## config.mk

```make
export PLATFORM = sky130hd
export DESIGN_NAME = shift_seq_ctrl
export DESIGN_NICKNAME = d
export VERILOG_FILES = /design/src/rtl/shift_seq_pkg.sv /design/src/rtl/tick_div.sv /design/src/rtl/shift_seq_ctrl.sv
export SDC_FILE = /design/constraint.sdc
export NUM_CORES = 1
export LEC_CHECK = 0
export BUFFER_PORTS_ARGS = -buffer_cell sky130_fd_sc_hd__buf_2
export CAP_MARGIN = 20
export CORE_AREA = 10 10 99 101
export DETAILED_ROUTE_END_ITERATION = 8
export DIE_AREA = 0 0 109 111
export PLACE_DENSITY = 0.49
export SKIP_LAST_GASP = 1
export SYNTH_ARGS = -nofsm -noshare
export SYNTH_HDL_FRONTEND = slang
export SYNTH_SLANG_ARGS = --single-unit
```

## constraint.sdc

```tcl
create_clock -name clk -period 4.7 [get_ports clk]
set_input_delay 0.705 -clock clk [delete_from_list [all_inputs] [get_ports clk]]
set_output_delay 0.705 -clock clk [all_outputs]
set_load 0.02 [all_outputs]
```

## src/rtl/shift_seq_pkg.sv

```systemverilog
// Shared encodings for the LED-bank shift sequencer: run modes, FSM states and
// shifter constants.
package shift_seq_pkg;

  localparam logic [1:0] MODE_ONCE_L   = 2'd0;
  localparam logic [1:0] MODE_WRAP_L   = 2'd1;
  localparam logic [1:0] MODE_PINGPONG = 2'd2;
  localparam logic [1:0] MODE_ONCE_PP  = 2'd3;

  localparam logic [1:0] ST_IDLE = 2'd0;
  localparam logic [1:0] ST_LOAD = 2'd1;
  localparam logic [1:0] ST_RUN  = 2'd2;

  localparam logic       DIR_LEFT  = 1'b0;
  localparam logic       DIR_RIGHT = 1'b1;

  localparam logic [2:0] POS_MAX      = 3'd7;
  localparam logic [7:0] LOAD_PATTERN = 8'b0000_0001;

endpackage

```

## src/rtl/tick_div.sv

```systemverilog
// Step-rate prescaler: counts 0..period_i and emits tick_o on the terminal count;
// held at zero while clr_i is high.
module tick_div #(
  parameter int DIV_W = 16
) (
  input  logic             clk,
  input  logic             reset_n,
  input  logic             clr_i,
  input  logic [DIV_W-1:0] period_i,
  output logic             tick_o
);

  logic [DIV_W-1:0] count_q, count_d;

  assign tick_o  = (count_q == period_i);
  assign count_d = (clr_i || tick_o) ? '0 : count_q + DIV_W'(1);

  always_ff @(posedge clk or negedge reset_n) begin
    if (!reset_n) count_q <= '0;
    else          count_q <= count_d;
  end

endmodule

```

## src/rtl/shift_seq_ctrl.sv

```systemverilog
// Sequencer for the 8-bit one-hot LED shifter: issues load/step_en/lr pulses for
// four run modes at a programmable step rate and tracks the lit bit position.
module shift_seq_ctrl
  import shift_seq_pkg::*;
#(
  parameter int DIV_W = 16
) (
  input  logic             clk,
  input  logic             reset_n,
  input  logic             start,
  input  logic             stop,
  input  logic [1:0]       mode,
  input  logic [DIV_W-1:0] div,
  output logic             load,
  output logic             step_en,
  output logic             lr,
  output logic [2:0]       pos,
  output logic             busy,
  output logic             done
);

  logic [1:0]       state_q, state_d;
  logic [1:0]       mode_q, mode_d;
  logic [DIV_W-1:0] div_q, div_d;
  logic             load_q, load_d, step_q, step_d, lr_q, lr_d;
  logic             busy_q, busy_d, done_q, done_d;
  logic             dir_q, dir_d, last_q, last_d;
  logic [2:0]       pos_q, pos_d;
  logic             idle, tick, nxt_dir;

  assign idle = (state_q == ST_IDLE);

  tick_div #(.DIV_W(DIV_W)) u_tick_div (
    .clk      (clk),
    .reset_n  (reset_n),
    .clr_i    (idle),
    .period_i (div_q),
    .tick_o   (tick)
  );

  // pos_d already includes the pulse on the outputs this cycle, so tick decisions
  // see the shifter position the next step will start from.
  assign pos_d   = load_q ? 3'd0 :
                   step_q ? (lr_q ? pos_q - 3'd1 : pos_q + 3'd1) : pos_q;
  assign nxt_dir = (pos_d == 3'd0) ? DIR_LEFT : (pos_d == POS_MAX) ? DIR_RIGHT : dir_q;

  always_comb begin
    state_d = state_q;
    mode_d  = mode_q;
    div_d   = div_q;
    load_d  = 1'b0;
    step_d  = 1'b0;
    lr_d    = 1'b0;
    busy_d  = busy_q;
    done_d  = 1'b0;
    dir_d   = dir_q;
    last_d  = last_q;
    case (state_q)
      ST_IDLE: begin
        if (start && !stop) begin
          state_d = ST_LOAD;
          mode_d  = mode;
          div_d   = div;
          load_d  = 1'b1;
          busy_d  = 1'b1;
          dir_d   = DIR_LEFT;
          last_d  = 1'b0;
        end
      end
      ST_LOAD, ST_RUN: begin
        if (stop) begin
          state_d = ST_IDLE;
          busy_d  = 1'b0;
          last_d  = 1'b0;
        end else if (last_q) begin
          state_d = ST_IDLE;
          busy_d  = 1'b0;
          done_d  = 1'b1;
          last_d  = 1'b0;
        end else begin
          state_d = ST_RUN;
          if (tick) begin
            case (mode_q)
              MODE_ONCE_L: begin
                step_d = 1'b1;
                last_d = (pos_d == POS_MAX - 3'd1);
              end
              MODE_WRAP_L: begin
                if (pos_d == POS_MAX) load_d = 1'b1;
                else                  step_d = 1'b1;
              end
              default: begin
                step_d = 1'b1;
                lr_d   = nxt_dir;
                dir_d  = nxt_dir;
                last_d = (mode_q == MODE_ONCE_PP) && (nxt_dir == DIR_RIGHT) && (pos_d == 3'd1);
              end
            endcase
          end
        end
      end
      default: begin
        state_d = ST_IDLE;
        busy_d  = 1'b0;
      end
    endcase
  end

  always_ff @(posedge clk or negedge reset_n) begin
    if (!reset_n) begin
      state_q <= ST_IDLE;
      mode_q  <= MODE_ONCE_L;
      div_q   <= '0;
      load_q  <= 1'b0;
      step_q  <= 1'b0;
      lr_q    <= 1'b0;
      busy_q  <= 1'b0;
      done_q  <= 1'b0;
      dir_q   <= DIR_LEFT;
      last_q  <= 1'b0;
      pos_q   <= 3'd0;
    end else begin
      state_q <= state_d;
      mode_q  <= mode_d;
      div_q   <= div_d;
      load_q  <= load_d;
      step_q  <= step_d;
      lr_q    <= lr_d;
      busy_q  <= busy_d;
      done_q  <= done_d;
      dir_q   <= dir_d;
      last_q  <= last_d;
      pos_q   <= pos_d;
    end
  end

  assign load    = load_q;
  assign step_en = step_q;
  assign lr      = lr_q;
  assign pos     = pos_q;
  assign busy    = busy_q;
  assign done    = done_q;

endmodule
```

## After elaboration in Yosys (flattened, before gate mapping)

Cells that the tools add are included.

| operators by class | value |
|---|---|
| add/sub/neg operators | 3 |
| eq/ne operators | 14 |
| multiplexer cells | 46 |
| reductions and logical operators | 15 |

Operators by type and width:

| operator | count |
|---|---|
| $mux 1 | 33 |
| $add 16x1->16 const B | 1 |
| $eq 16x16->1 | 1 |
| $mux 16 | 1 |
| $pmux 1 s2 | 5 |
| $mux 3 | 3 |
| $ne 2x2->1 const B | 4 |
| $eq 3x3->1 const B | 2 |
| $mux 2 | 3 |
| $reduce_and 2->1 | 3 |
| $reduce_and 6->1 | 1 |
| $eq 2x1->1 const B | 2 |
| $eq 2x2->1 const B | 2 |
| $logic_not 2->1 | 2 |
| $pmux 2 s2 | 1 |
| $reduce_or 2->1 | 2 |
| $add 3x1->3 const B | 1 |
| $eq 3x1->1 const B | 1 |
| $logic_and 1x1->1 | 3 |
| $logic_not 3->1 | 1 |
| $ne 3x3->1 const B | 1 |
| $sub 3x1->3 const B | 1 |
| $ne 2x1->1 const B | 1 |
| $reduce_bool 2->1 | 1 |
| 2 further kinds | 2 |

| storage, ports and cells | value |
|---|---|
| register bits | 46 |
| bits of input ports | 22 |
| output and inout port bits | 8 |

## Depth between registers and ports, before layout

| logic depth | value |
|---|---|
| depth after elaboration | 14 |
| depth in mapped cells | 7 |
| gate-level depth less buffers | 6 |

## Hierarchy

A second synthesis with hierarchy kept.

| unflattened totals | value |
|---|---|
| cell total of the unflattened synthesis | 214 |
| area total of the unflattened synthesis | 2357.3 sq um |

By module, submodules not included:

| module | instances | cells each | area an instance (sq um) |
|---|---|---|---|
| shift_seq_ctrl | 1 | 113 | 1376.3 |
| tick_div | 1 | 101 | 980.9 |

## Worst setup path before layout

Ideal clock, no wire load.

| path | value |
|---|---|
| path type | register -> register |
| start point | reg pos_q[0] (netlist: pos[0]) |
| end point | reg last_q |
| library setup time | 0.064 ns |
| arrival | 1.964 ns |
| path slack | 2.672 ns |
| cell stages (with the launch flop) | 7 |
| buffers on the path | 0 |
| cells stage by stage | dfrtp_1 -> fa_1 -> xor2_1 -> and3b_2 -> o21ba_2 -> o41ai_2 -> a31o_2 |

| on the way | value |
|---|---|
| longest elaborated chain between the ends | 14 |
| elaborated cells between the ends (all ways) | 18 |
| classes of those cells | 2 x add/sub; 3 x eq/ne; 10 x mux; 3 x reduce/logical |

RTL lines:

| element | RTL line | RTL |
|---|---|---|
| start, declared | shift_seq_ctrl.sv:28 | `logic [2:0] pos_q, pos_d;` |
| start signal, assigned | shift_seq_ctrl.sv:133 | `pos_q <= pos_d;` |
| $add 3x1->3 / $sub 3x1->3 (equally long branches) | shift_seq_ctrl.sv:44 | `step_q ? (lr_q ? pos_q - 3'd1 : pos_q + 3'd1) : pos_q;` |
| $mux 3 * (2 in a row) | shift_seq_ctrl.sv:44 |  |
| $mux 3 * | shift_seq_ctrl.sv:43 | `assign pos_d = load_q ? 3'd0 :` |
| named net pos_d[2] | shift_seq_ctrl.sv:28 |  |
| $eq 3x3->1 | shift_seq_ctrl.sv:45 | `assign nxt_dir = (pos_d == 3'd0) ? DIR_LEFT : (pos_d == POS_MAX) ? DIR_RIGHT : dir_q;` |
| $mux 1 (2 in a row) | shift_seq_ctrl.sv:45 |  |
| $logic_and 1x1->1 (2 in a row) | shift_seq_ctrl.sv:96 | `last_d = (mode_q == MODE_ONCE_PP) && (nxt_dir == DIR_RIGHT) && (pos_d == 3'd1);` |
| $pmux 1 s2 * | shift_seq_ctrl.sv:83 | `case (mode_q)` |
| $mux 1 * | shift_seq_ctrl.sv:82 | `if (tick) begin` |
| $mux 1 * | shift_seq_ctrl.sv:75 | `end else if (last_q) begin` |
| $mux 1 * | shift_seq_ctrl.sv:71 | `if (stop) begin` |
| $pmux 1 s2 * | shift_seq_ctrl.sv:58 | `case (state_q)` |
| end signal, assigned | shift_seq_ctrl.sv:132 | `last_q <= last_d;` |
| end, declared | shift_seq_ctrl.sv:27 | `logic dir_q, dir_d, last_q, last_d;` |

Mark *: on every way through the listed nets, which the timed path passes. The rest lies on a longest branch.
A chain may end at the register's enable or synchronous reset.

## Worst setup path after layout

| path | value |
|---|---|
| start point | reg state_q[1] |
| end point | reg dir_q |

| on the way | value |
|---|---|
| longest elaborated chain between the ends | 4 |
| elaborated cells between the ends (all ways) | 12 |
| classes of those cells | 7 x eq/ne; 1 x mux; 4 x reduce/logical |

RTL lines:

| element | RTL line | RTL |
|---|---|---|
| start, declared | shift_seq_ctrl.sv:22 | `logic [1:0] state_q, state_d;` |
| start signal, assigned | shift_seq_ctrl.sv:123 | `state_q <= state_d;` |
| $eq 2x1->1 / $eq 2x2->1 (equally long branches) | shift_seq_ctrl.sv:58 |  |
| $reduce_or 2->1 | shift_seq_ctrl.sv:58 |  |
| $ne 2x1->1 (no line), or another cell as far along | -- |  |
| $reduce_and 6->1 (no line) | -- |  |
| end signal, assigned | shift_seq_ctrl.sv:131 | `dir_q <= dir_d;` |
| end, declared | shift_seq_ctrl.sv:27 |  |

Several ways; a longest one is shown, not always the timed one.

==> flow_metrics.tcl <==
set metrics [dict create \
    critical_path_class "reg -> reg" \
    syn_area_um2 2300 \
    dpl.cell_count 327 \
    place_area_um2 2530 \
    antenna_cells 0 \
    crit_arrival_ns 2.32 \
    final_cell_mix "46 x dfrtp_1, 29 x buf_2, 24 x xor2_1, 24 x nor2_1, 18 x mux2_2" \
    wl_mm 4.71 \
    final_layout_size_suffix_gt1_frac 0.275 \
    post-route-min-period_ns 2.16 \
    holdBufCountCts 0 \
    final_area_um2 2630 \
    drt-pass1-iter-count 4 \
    syn_avg_cell_area_um2 11.6 \
    row_count 33 \
    crit_fanout 20 \
    cts.sinks 46 \
    met2_usage 0.135 \
    grtUsageMet3 0.0244 \
    async_reset_ff_frac 1.00 \
    ir_worst_vdd_v 0.000128 \
    maxSlewViolCount 0 \
    powerDensity_nw_per_um2 419 \
    vias 1511 \
    htreeDepth 2 \
    antenna_found_initial 0 \
    worstSetupEndpointType "flip-flop" \
    slew_headroom 0.341 \
    numCtsBuffers 5 \
    stdcell_count 334 \
    critPathSlowestCell "nand3b_1" \
    grt_pass1_wl_mm 8.28 \
    cts-resized-gates 0 \
    drv_cap 0 \
    hold_path.class "in -> async" \
    regToRegSetupSlack_ns 2.54 \
    hold_violations 0 \
    fp.dieW_um 109 \
    grt_usage 0.0830 \
    layout.nets 256 \
    leakage_nw 1.20 \
    power_mw 1.10 \
    drc 0 \
    pin_count 30 \
    fmax_mhz 464 \
    drt-initial-drc-count 32 \
    worst_r2r_endpoint "dir_q" \
    final_common_cell "dfrtp_1" \
    fin_crit_sh 0.459 \
    start_kind "flip-flop" \
    worst_slew_pin_slew_ns 0.986 \
    ys.flop_type "dfrtp_1" \
    ys_types 44 \
    cts_setup_buffers 0 \
    fin_worst_skew_ns 0.00647 \
    core_um2 7970 \
    die_area_um2 12100 \
    path_cells "inv_1 -> ha_1 -> nand3b_1 -> o221ai_1 -> o31ai_1" \
    yosysWarnings 0 \
    status "finished clean" \
    syn_nets 224 \
    fin_tns_setup_ns 0 \
    synth_edf_count 0 \
    root_buffer "clkbuf_8" \
    rsz0062_at_grt "no" \
    start_util 0.289 \
    port_buffers 29 \
    synthCells 198 \
    grt_pass1_vias 1660 \
    fill_cells 833 \
    synth_seq_area_share 0.500 \
    critical_path.top_delay_family "simple AND/OR/NAND/NOR gates" \
    grt_max_degree 47 \
    yosys_register_bits 46 \
    place_congestion 0.727 \
    r2r_start "state_q[1]" \
    hpwlAfterDp_mm 3.43 \
    worstSkewPairLatency_ns 0.29 \
    worstPathRequired_ns 4.86 \
    ant_nets 0 \
    wl_per_cell_um 14.1 \
    tritoncts "done" \
    setup_viol 0 \
    viasPerCell 4.52 \
    dieHeight_um 111 \
    top_usage_layer "met2" \
    cp_num_buf_inv 1 \
    clk_pin_slew_ns 0.08 \
    reg2regPathDepth 5 \
    overflow 0 \
    cts_buffer_depth 2 \
    syn_to_final_growth_pct 14.3 \
    critPathMaxStageDelay_ns 0.70 \
    use_met1 0.104 \
]
## routing by layer
metal | routed length (um) | share of wire
met1 | 2140 | 0.45
met2 | 2370 | 0.50
met3 | 197 | 0.042
met4 | 0 | 0
met5 | 0 | 0
## cells in the mapped netlist, types with 2 or more instances
master | n | area share
dfrtp_1 | 46 | 0.50
nor2_1 | 24 | 0.039
xor2_1 | 24 | 0.091
mux2_2 | 18 | 0.088
nand2_1 | 9 | 0.015
xnor2_1 | 9 | 0.034
nand4_1 | 5 | 0.014
inv_1 | 4 | 0.0065
nand3_1 | 4 | 0.0087
nor4_1 | 4 | 0.011
o21ai_0 | 4 | 0.0087
and4_1 | 3 | 0.011
ha_1 | 3 | 0.016
nor2b_1 | 3 | 0.0081
a221oi_1 | 2 | 0.0076
buf_6 | 2 | 0.0098
clkbuf_1 | 2 | 0.0033
nand2b_1 | 2 | 0.0054
nor3_1 | 2 | 0.0043
nor3b_2 | 2 | 0.011
o21ba_2 | 2 | 0.0087
or3_1 | 2 | 0.0054
## flip-flops by register name, summed over array words and instances, names as in the netlist
name,count
dir_q,1
busy,1
pos,3
load,1
step_en,1
done,1
lr,1
u_tick_div.count_q,16
state_q,2
last_q,1
div_q,16
mode_q,2
## worst max path at each step
| stage | from | slack [ns] | endpoint | cells after the start |
|---|---|---|---|---|
| global placement | stop | 2.37 | dir_q | 4 |
| detailed placement | stop | 2.35 | dir_q | 4 |
| global route | state_q[1] | 2.28 | dir_q | 5 |
| finish | state_q[1] | 2.54 | dir_q | 5 |
| CTS | state_q[0] | 2.48 | dir_q | 5 |
| floorplan | pos[0] | 2.67 | last_q | 6 |
## report_power, final
| group | internal, mW | leakage, nW | total, mW | switching (mW) |
|---|---|---|---|---|
| logic | 0.151 | 0.564 | 0.293 | 0.142 |
| clock network | 0.114 | 0.0431 | 0.237 | 0.123 |
| registers | 0.494 | 0.598 | 0.574 | 0.0796 |
## cells by family (layout without fill, tap and decap cells)
logic type | count (synthesis) | after routing | share of synthesized area
muxes | 19 | 19 | 0.0923
DFF | 46 | 46 | 0.500
and+or+nand+nor | 69 | 69 | 0.168
AOI/OAI and AO/OA | 18 | 18 | 0.0614
xor gates and xnor gates | 33 | 33 | 0.125
adders and majority gates | 4 | 4 | 0.0250
buffers and inverters | 9 | 40 | 0.0282
## metrics by stage
| stage | utilization | hold slack, ns | setup WS [ns] |
|---|---|---|---|
| 3_3_place_gp | 0.317 | 0.476 | 2.37 |
| 2_1_floorplan | - | 0.409 | 2.67 |
| 3_5_place_dp | 0.317 | 0.491 | 2.35 |
| 6_report | 0.330 | 0.360 | 2.54 |
| 5_1_grt | 0.330 | 0.379 | 2.28 |
| 4_1_cts | 0.328 | 0.504 | 2.48 |
## area by class of cell
class                   instances  area, um^2  share of cell area
repair buffers                 30         165              0.0627
clock buffers                   6        82.6              0.0314
inverters                       4        15.0             0.00570
flip-flops and latches         46        1150               0.437
well taps                     105         131              0.0499
multi-input cells             143        1090               0.413
(Power assumes the default switching activity.)
